==> src/rtl/color_pkg.sv <==
// Shared palette definitions for the colour encoder and decoder.
package color_pkg;

  typedef logic [11:0] rgb12_t;

  localparam logic [2:0] WHITE  = 3'b000;
  localparam logic [2:0] RED    = 3'b001;
  localparam logic [2:0] BLUE   = 3'b010;
  localparam logic [2:0] GREEN  = 3'b011;
  localparam logic [2:0] YELLOW = 3'b100;
  localparam logic [2:0] PURPLE = 3'b101;
  localparam logic [2:0] ERASE  = 3'b111;

  localparam rgb12_t WHITE_RGB  = 12'hFFF;
  localparam rgb12_t RED_RGB    = 12'hF00;
  localparam rgb12_t GREEN_RGB  = 12'h0F0;
  localparam rgb12_t BLUE_RGB   = 12'h00F;
  localparam rgb12_t BLACK_RGB  = 12'h000;
  localparam rgb12_t BRUSH_RGB  = {4'hF, 4'h8, 4'h0};

  // Per-channel threshold bits {rb, gb, bb}.
  function automatic logic [2:0] thresh3(input rgb12_t p, input logic [3:0] th);
    return {p[11:8] >= th, p[7:4] >= th, p[3:0] >= th};
  endfunction

endpackage

==> src/rtl/color_classify.sv <==
// Combinational map from thresholded {rb,gb,bb} to a palette code.
module color_classify
  import color_pkg::*;
#(
  parameter logic [2:0] CYAN_CODE = 3'b000
) (
  input  logic [2:0] i_bits,
  output logic [2:0] o_code
);

  always_comb begin
    o_code = ERASE;
    case (i_bits)
      3'b000: o_code = ERASE;
      3'b100: o_code = RED;
      3'b001: o_code = BLUE;
      3'b010: o_code = GREEN;
      3'b110: o_code = YELLOW;
      3'b101: o_code = PURPLE;
      3'b111: o_code = WHITE;
      3'b011: o_code = CYAN_CODE;
      default: o_code = ERASE;
    endcase
  end

endmodule

==> src/rtl/color_encode.sv <==
// RGB444 -> palette code encoder, 2-stage valid/ready pipe with frame addressing.
module color_encode
  import color_pkg::*;
#(
  parameter int          H_PIXELS  = 640,
  parameter int          V_PIXELS  = 480,
  parameter logic [3:0]  THRESH    = 4'h8,
  parameter logic [2:0]  CYAN_CODE = 3'b000,
  localparam int         AW        = $clog2(H_PIXELS * V_PIXELS)
) (
  input  logic          clk,
  input  logic          reset_n,
  input  logic          in_valid,
  output logic          in_ready,
  input  logic [3:0]    in_r,
  input  logic [3:0]    in_g,
  input  logic [3:0]    in_b,
  input  logic          in_sof,
  output logic          out_valid,
  input  logic          out_ready,
  output logic [2:0]    out_code,
  output logic          out_brush,
  output logic [AW-1:0] out_addr,
  output logic          out_last
);

  localparam logic [AW-1:0] LAST = AW'(H_PIXELS * V_PIXELS - 1);

  logic          r_rst_done;
  logic          r_s1_valid;
  logic [2:0]    r_s1_bits;
  logic          r_s1_brush;
  logic [AW-1:0] r_s1_addr;
  logic [AW-1:0] r_cnt;

  logic          w_adv1, w_adv2, w_accept;
  rgb12_t        w_pix;
  logic [AW-1:0] w_addr, w_cnt_nxt;
  logic [2:0]    w_code;

  assign w_adv2   = !out_valid || out_ready;
  assign w_adv1   = !r_s1_valid || w_adv2;
  // Held low during reset and the first edge after it.
  assign in_ready = w_adv1 && r_rst_done;
  assign w_accept = in_valid && in_ready;

  assign w_pix     = {in_r, in_g, in_b};
  assign w_addr    = in_sof ? '0 : r_cnt;
  assign w_cnt_nxt = (w_addr == LAST) ? '0 : w_addr + AW'(1);

  always_ff @(posedge clk) begin
    if (!reset_n) r_rst_done <= 1'b0;
    else          r_rst_done <= 1'b1;
  end

  always_ff @(posedge clk) begin
    if (!reset_n) begin
      r_s1_valid <= 1'b0;
      r_s1_bits  <= '0;
      r_s1_brush <= 1'b0;
      r_s1_addr  <= '0;
      r_cnt      <= '0;
    end else begin
      if (w_accept) r_cnt <= w_cnt_nxt;
      if (w_adv1) begin
        r_s1_valid <= w_accept;
        if (w_accept) begin
          r_s1_bits  <= thresh3(w_pix, THRESH);
          r_s1_brush <= (w_pix == BRUSH_RGB);
          r_s1_addr  <= w_addr;
        end
      end
    end
  end

  color_classify #(.CYAN_CODE(CYAN_CODE)) u_classify (
    .i_bits (r_s1_bits),
    .o_code (w_code)
  );

  always_ff @(posedge clk) begin
    if (!reset_n) begin
      out_valid <= 1'b0;
      out_code  <= '0;
      out_brush <= 1'b0;
      out_addr  <= '0;
      out_last  <= 1'b0;
    end else if (w_adv2) begin
      out_valid <= r_s1_valid;
      if (r_s1_valid) begin
        out_code  <= w_code;
        out_brush <= r_s1_brush;
        out_addr  <= r_s1_addr;
        out_last  <= (r_s1_addr == LAST);
      end
    end
  end

endmodule

==> config.mk <==
export PLATFORM = sky130hd
export DESIGN_NAME = color_encode
export DESIGN_NICKNAME = d
export VERILOG_FILES = /design/src/rtl/color_pkg.sv /design/src/rtl/color_classify.sv /design/src/rtl/color_encode.sv
export SDC_FILE = /design/constraint.sdc
export NUM_CORES = 1
export LEC_CHECK = 0
export BUFFER_PORTS_ARGS = -buffer_cell sky130_fd_sc_hd__buf_4
export CAP_MARGIN = 25
export CORE_MARGIN = 3
export CORE_UTILIZATION = 40
export CTS_CLUSTER_DIAMETER = 60
export CTS_CLUSTER_SIZE = 24
export DETAILED_ROUTE_END_ITERATION = 8
export PLACE_DENSITY = 0.57
export REMOVE_ABC_BUFFERS = 1
export SLEW_MARGIN = 20
export SYNTH_ARGS = -nofsm -noshare
export SYNTH_HDL_FRONTEND = slang
export SYNTH_SLANG_ARGS = --single-unit
export TNS_END_PERCENT = 20
==> constraint.sdc <==
create_clock -name clk -period 3.4 [get_ports clk]
set_input_delay 0.68 -clock clk [delete_from_list [all_inputs] [get_ports clk]]
set_output_delay 0.68 -clock clk [all_outputs]
set_load 0.05 [all_outputs]
### Word level (Yosys, flattened, before mapping)

Memories as Yosys holds them, arrays and structs flattened. A register that Yosys moved wholly into a read port is not among the register bits.
Cells that the tools add are included.

* multiplexer cells: 3
* reduce and logical (&&, ||, !) cells: 9
* eq/ne operators: 3
* add/sub/neg operators: 1
* order comparisons: 3

Operators with widths (number)
* equality test 19 bit (second input constant): 2
* 2-to-1 mux 19 bit: 2
* adder 19 x 1 -> 19 bit (second input constant): 1
* equality test 12 bit (second input constant): 1
* greater-or-equal comparator 4 bit (second input constant): 3
* AND reduction 2 bit: 2
* zero test 1 bit: 3
* logical AND 1 bit: 2
* logical OR 1 bit: 2
* 2-to-1 mux 1 bit: 1

* memories kept: 1
* ROM bits: 24
* word-level logic and storage cells: 30
* bits in registers: 66
* output and inout bits: 26

Memories
* (name not given): depth 8, bits a word 3, rd ports 1, clocked after memory_dff 1, write ports 0, RTL line color_classify.sv:13 `case (i_bits)`

### Depth between registers and ports, before layout

Gate-level depths: netlist of the first run.

* word-level depth: 6
* gate-level depth with buffers: 8

### Cells and area by module

A second synthesis of the first run with hierarchy kept.

* cell total of the unflattened synthesis: 393
* area total of the unflattened synthesis: 3110.5 um2

By module, submodules not included
* color_encode: times used 1, cells each 386, area each 3049.2 um2
* color_classify: times used 1, cells each 7, area each 61.3 um2

### Worst setup path after synthesis of the first run

OpenSTA, ideal clock, no wires.

* path type: input port to flip-flop
* start point: input in_sof
* end point: register r_cnt[3]
* path buffers: 1
* slack: 1097 ps
* cell stages on the path: 8
* setup time: 120 ps
* data arrival time: 2183 ps
* path through: buf_2 -> nor2b_1 -> ha_1 -> and3_1 -> nand4_1 -> o21ai_2 -> nor4_1 -> a211o_1

* longest elaborated chain between the ends: 3

RTL lines
* start: declaration: RTL line color_encode.sv:18 `input logic in_sof,`
* 2-to-1 mux 19 bit (*): RTL line color_encode.sv:48 `assign w_addr = in_sof ? '0 : r_cnt;`
* named net w_addr[0]: RTL line color_encode.sv:38 `logic [AW-1:0] w_addr, w_cnt_nxt;`
* adder 19 x 1 -> 19 bit or equality test 19 bit (tied branches): RTL line color_encode.sv:49 `assign w_cnt_nxt = (w_addr == LAST) ? '0 : w_addr + AW'(1);`
* 2-to-1 mux 19 bit (*): RTL line color_encode.sv:49
* end signal: assignment: RTL line color_encode.sv:64 `if (w_accept) r_cnt <= w_cnt_nxt;`
* end: declaration: RTL line color_encode.sv:34 `logic [AW-1:0] r_cnt;`

The timed path passes the listed nets; every way through them passes the cells marked *.
A chain may end at the register's enable or synchronous reset.

### Final worst setup path of the first run

Ends and elaborated chain as after synthesis.

==> results.py, run 1 <==
metrics = {
    "run_status": {
        "status": "complete, no violations",
    },
    "global_routing": {
        "grtUsageTotal": 0.182,
        "antenna_found_initial": 0,
        "grt_pass1_vias": 2550,
        "grt_pass1_wl_um": 12400,
        "gr-total-overflow": 0,
        "grt_max_degree": 61,
    },
    "sta": {
        "hold_viol": 0,
        "period_share": 0.657,
        "relSlewSlack": 0.431,
        "period_minus_slack_ns": 2.23,
        "hold-worst-slack_ns": 0.454,
        "fmax_ghz": 0.447,
        "report.final.slew_viol_count": 0,
        "setup_viol": 0,
        "max_slew.worst_pin.slew_ns": 0.854,
        "setup_tns_ns": 0,
        "rsz0062_at_grt": "false",
        "fin_skew_ns": 0.00347,
    },
    "synthesis": {
        "ys_async_sr_fraction": 0,
        "synth-simple-area-share": 0.343,
        "ys_types": 45,
        "yosysWarnings": 0,
        "seq_area_frac_synth": 0.456,
        "netlist.area_leader.share": 0.456,
        "synth_xor_area_frac": 0,
        "synth_top_area_cell": "dfxtp_1",
        "synthCells": 384,
        "synthFlopType": "dfxtp_1",
        "synth_common_cells": "nand2_1 (95), dfxtp_1 (69), a21oi_1 (58)",
        "synth_area_sq_um": 3030,
        "synthTopCellsByArea": "dfxtp_1 (46%), nand2_1 (12%), a21oi_1 (9.6%)",
        "synth-seq-cells": 69,
        "post-synth-top-count-cell": "nand2_1",
        "syn_avg_cell_area_sq_um": 7.89,
        "synth-compound-area-share": 0.148,
        "yosys.area_share.adder": 0.0124,
        "synthMuxAreaShare": 0.00330,
        "synth_top_family_by_area": "simple AND/OR/NAND/NOR gates",
        "synth_edf_count": 0,
    },
    "route": {
        "vias_per_cell": 5.27,
        "drt_iter0_drc": 136,
        "routed_wl_um": 7430,
        "antenna_left": 0,
        "num_vias": 2747,
        "drt_pass1_iterations": 4,
        "wl_per_cell_um": 14.3,
        "drc": 0,
    },
    "clock_network": {
        "ctsHoldBuffers": 0,
        "cts_tree": "done",
        "cts_buffers": 9,
        "cts.htree.levels": 3,
        "cts-root-buf": "clkbuf_8",
        "cts_resized": 0,
        "cts.path.max_buffers": 2,
        "cts.sinks": 69,
        "clk_latency_ns": 0.34,
        "path_clk_slew_ns": 0.07,
        "post_cts_buffers": 0,
    },
    "power": {
        "p_leak_nw": 1.31,
        "ir_drop_v": 0.000213,
        "power_density_nw_per_um2": 456,
    },
    "critical_path": {
        "max_stage_delay_ns": 0.36,
        "worst-path-buf-inv": 1,
        "end_kind": "flip-flop",
        "required_ns": 3.64,
        "r2r-end": "r_cnt[3]",
        "r2r_slack_ns": 1.29,
        "critical_path_depth": 8,
        "r2r_cells": 7,
        "critPathTopFamily": "simple AND/OR/NAND/NOR gates",
        "critPathLaunchType": "primary input",
        "cp.arrival_ns": 2.47,
        "critPathKind": "primary input to flip-flop",
        "crit_slowest_cell": "o21ai_2",
        "cp_cell_sequence": "buf_4 -> nor2b_1 -> ha_1 -> and3_1 -> nand4_1 -> o21ai_2 -> nor4_1 -> a211o_1",
        "path_max_fanout": 22,
        "critPathLaunch": "in_sof",
        "reg2reg_from": "r_cnt[0]",
    },
    "cells_and_area": {
        "post-route-util": 0.498,
        "drive_above_1_share": 0.159,
        "fin_nets": 437,
        "syn_to_final_growth_pct": 19.7,
        "antenna_cells": 0,
    },
    "floorplanning": {
        "num_rows": 31,
        "die_y_um": 93.0,
        "die_w_um": 93.0,
        "ios": 43,
        "start_util": 0.416,
        "die-area_sq_um": 8660,
        "core-area_sq_um": 7290,
    },
    "hold_path": {
        "hold_end": "out_last",
        "whs_path_depth": 2,
        "hold_path_startpoint": "out_last",
        "min_path_type": "flip-flop to flip-flop",
    },
    "place": {
        "io_buffer_count": 42,
        "dp_hpwl_um": 5020,
        "gp_congestion": 0.846,
    },
    "job": {
        "drv_cap": 0,
    },
}
worst reg2reg max path, stage by stage (launching register included):
cell and delay [ns]:
dfxtp_1 0.39, nor2b_1 0.25, ha_1 0.25, and3_1 0.24, nand4_1 0.18, o21ai_2 0.36, nor4_1 0.08, a211o_1 0.27
layout by cell type (no fill, tap or decap), drive strengths merged, types with 3 or more instances in the layout:
master   n
nor2b    5
and2     4
clkinv   4
nor4b    3
a22oi    4
or4      4
ha       3
nor2    14
dfxtp   69
nand3   24
and3     9
nor4     6
nand4   12
clkbuf  10
nor3     3
nand4b   7
a21oi   58
o21ai   11
nand2   95
inv      6
buf     45
worst max path at each step:
stage,endpoint,slack [ns]
floorplan,r_cnt[12],0.92
global placement,r_cnt[3],0.89
detailed placement,r_cnt[3],0.82
CTS,r_cnt[3],1.19
global route,r_cnt[3],1.03
finish,r_cnt[3],1.17
flip-flops by register name, indices dropped and copies added (netlist names), 3 cells and up:
signal     cells
r_s1_addr     19
out_code       3
r_s1_bits      3
out_addr      19
r_cnt         19
cell type report:
type | instances | area [sq um]
clock inverters | 6 | 86.3
well taps | 99 | 124
inverters | 7 | 26.3
fillers | 760 | 3660
clock buffers | 10 | 138
repair buffers | 45 | 338
multi-input cells | 285 | 1540
flip-flops and latches | 69 | 1380
per-layer routing:
layer | share of wire | GRT usage | wire, um
met1 | 0.49 | 0.253 | 3620
met2 | 0.46 | 0.269 | 3390
met3 | 0.039 | 0.0378 | 292
met4 | 0.016 | 0.0855 | 120
met5 | 0 | 0 | 0
cells by family after synthesis:
logic type | Yosys count
flops | 69
compound gates | 82
mux | 1
fa+ha+maj | 3
simple gates | 199
buf+inv | 30
where the power goes:
part           leakage, nW  total, mW  internal, mW  switching, mW
registers            0.557      0.819         0.814        0.00517
clock network        0.112      0.739         0.431          0.308
logic                0.640     0.0965        0.0288         0.0677
per-stage QoR:
step	setup slack [ns]	cells	total power [mW]	instance area, sq um
global route	1.03	521	1.73	3630
CTS	1.19	521	1.68	3630
global placement	0.890	505	0.935	3400
floorplan	0.922	361	0.890	2940
detailed placement	0.816	505	0.936	3400
finish	1.17	521	1.65	3630
Power figures use the tool's default switching activity.
==> inputs of run 2 (changes only) <==
- PLACE_DENSITY: 0.57 -> 0.59
- clock period: 3.4 -> 1.8 ns (I/O delays scaled with it)
==> run 2 against run 1 <==
The flow now finishes with violations (setup timing). First-iteration DRC count rose by 17%. Sequential cell count did not move. Wire length rose by 10%. Highest routed layer unchanged. Cell count rose by 10%. Worst setup slack got worse by 1.2 ns. Critical endpoint is now r_cnt[9].
==> results.py, run 2 (synthesized netlist as in run 1, its figures left out) <==
metrics = {
    "critical_path": {
        "cp_cell_sequence": "nor2b_4 -> ha_4 -> and3_4 -> nand4_1 -> buf_4 -> o21ai_2 -> or4_1 -> o211ai_1",
        "crit_slowest_cell": "or4_1",
        "path_max_fanout": 3,
        "r2r_slack_ns": -0.06,
        "critPathLaunchType": "flip-flop",
        "critPathKind": "flip-flop to flip-flop",
        "r2r_cells": 8,
        "reg2reg_from": "r_cnt[1]",
        "critPathTopFamily": "simple AND/OR/NAND/NOR gates",
        "end_kind": "flip-flop",
        "cp.arrival_ns": 2.13,
        "max_stage_delay_ns": 0.54,
        "required_ns": 2.07,
        "worst-path-buf-inv": 1,
        "r2r-end": "r_cnt[9]",
    },
    "route": {
        "drt_pass1_iterations": 4,
        "antenna_left": 0,
        "wl_per_cell_um": 14.3,
        "routed_wl_um": 8190,
        "drc": 0,
        "vias_per_cell": 5.19,
        "num_vias": 2977,
        "drt_iter0_drc": 159,
    },
    "clock_network": {
        "cts.sinks": 69,
        "path_clk_slew_ns": 0.09,
        "cts.htree.levels": 3,
        "cts_buffers": 9,
        "ctsHoldBuffers": 0,
        "cts-root-buf": "clkbuf_8",
        "cts_tree": "done",
        "clk_latency_ns": 0.35,
        "cts.path.max_buffers": 2,
    },
    "sta": {
        "relSlewSlack": 0.428,
        "fmax_ghz": 0.539,
        "worst_slack_ns": -0.0556,
        "max_slew.worst_pin.slew_ns": 0.858,
        "period_minus_slack_ns": 1.86,
        "rsz0062_at_grt": "true",
        "report.final.slew_viol_count": 0,
        "hold-worst-slack_ns": 0.209,
        "setup_viol": 1,
        "period_share": 1.03,
        "fin_skew_ns": 0.0101,
        "hold_viol": 0,
    },
    "cells_and_area": {
        "final_cell_mix": "buf_4 (95), nand2_1 (94), dfxtp_1 (62), a21oi_1 (57), nand3_1 (24)",
        "syn_to_final_growth_pct": 36.9,
        "n_fill_cell": 710,
        "layout_commonest_cell": "buf_4",
        "stdcell_area_sq_um": 4150,
        "fin_nets": 490,
        "drive_above_1_share": 0.293,
        "top_regs": "out_addr (19), r_cnt (19), r_s1_addr (19)",
        "antenna_cells": 0,
    },
    "power": {
        "ir_drop_v": 0.000341,
        "intPower_mw": 2.41,
        "combPwrFrac": 0.072,
        "swShare": 0.250,
        "power_density_nw_per_um2": 775,
        "seq_power_share": 0.481,
        "p_sw_mw": 0.803,
        "p_leak_nw": 1.61,
        "power.share.clock": 0.447,
    },
    "floorplanning": {
        "num_rows": 31,
        "die-area_sq_um": 8660,
        "core-area_sq_um": 7290,
        "die_y_um": 93.0,
        "die_w_um": 93.0,
        "ios": 43,
        "start_util": 0.416,
    },
    "run_status": {
        "violations": "setup timing",
        "status": "finished with violations",
    },
    "hold_path": {
        "hold_end": "r_rst_done",
        "hold_path_startpoint": "reset_n",
        "min_path_type": "primary input to flip-flop",
        "whs_path_depth": 1,
    },
    "global_routing": {
        "grt_max_degree": 50,
        "antenna_found_initial": 0,
        "grt_pass1_vias": 2788,
        "grt_pass1_wl_um": 13800,
        "grtUsageTotal": 0.201,
        "gr-total-overflow": 0,
    },
    "place": {
        "io_buffer_count": 42,
        "place_area_sq_um": 3780,
        "dp_hpwl_um": 5890,
        "gp_congestion": 0.878,
    },
    "job": {
        "drv_cap": 0,
    },
}
-- run 2: how the worst max path moves through the flow --
stage	from	end	slack [ns]	depth (start not counted)
after floorplan	out_valid	r_cnt[12]	-0.55	4
after global placement	in_sof	r_cnt[15]	-0.29	7
after detailed placement	in_sof	r_cnt[12]	-0.29	7
after CTS	r_cnt[0]	r_cnt[9]	0.005	8
after global routing	r_cnt[1]	r_cnt[9]	-0.14	8
final	r_cnt[1]	r_cnt[9]	-0.06	8
-- run 2: power by group through the flow --
stage	clock, mW	combinational, mW	sequential, mW
after detailed placement	0	0.222	1.58
after CTS	1.47	0.224	1.55
after global placement	0	0.221	1.58
after floorplan	0	0.0849	1.60
final	1.44	0.230	1.55
after global routing	1.53	0.251	1.55
-- run 2: routing by layer --
metal / global-route usage / wire (um)
met1: 0.281 / 4030
met2: 0.307 / 3750
met3: 0.0386 / 307
met4: 0.0769 / 90
met5: 0 / 0
-- run 2: final cells by class --
cell class              count  area, sq um  share of cell area
multi-input cells         285         1620               0.391
repair buffers             98          764               0.184
clock inverters             7         97.6              0.0235
well taps                  99          124              0.0299
flip-flops and latches     69         1390               0.335
inverters                   7         26.3             0.00633
clock buffers               9          124              0.0299
-- run 2: metrics by stage --
| step | cells | power, mW | util | setup TNS, ns | worst slack, ns |
|---|---|---|---|---|---|
| final | 574 | 3.21 | 0.569 | -0.0556 | -0.0556 |
| after global routing | 574 | 3.33 | 0.569 | -0.528 | -0.138 |
| after CTS | 572 | 3.24 | 0.557 | 0 | 0.00467 |
| after detailed placement | 552 | 1.80 | 0.519 | -3.16 | -0.295 |
| after global placement | 552 | 1.80 | 0.519 | -2.33 | -0.286 |
| after floorplan | 361 | 1.68 | - | -8.04 | -0.546 |
-- run 2: what timing repair did --
action                                 CTS  global route
gates resized for setup                  8            18
buffers inserted                         4             2
setup endpoints to repair               11            14
endpoints found under the hold margin    0             0
pin swaps                                7            15
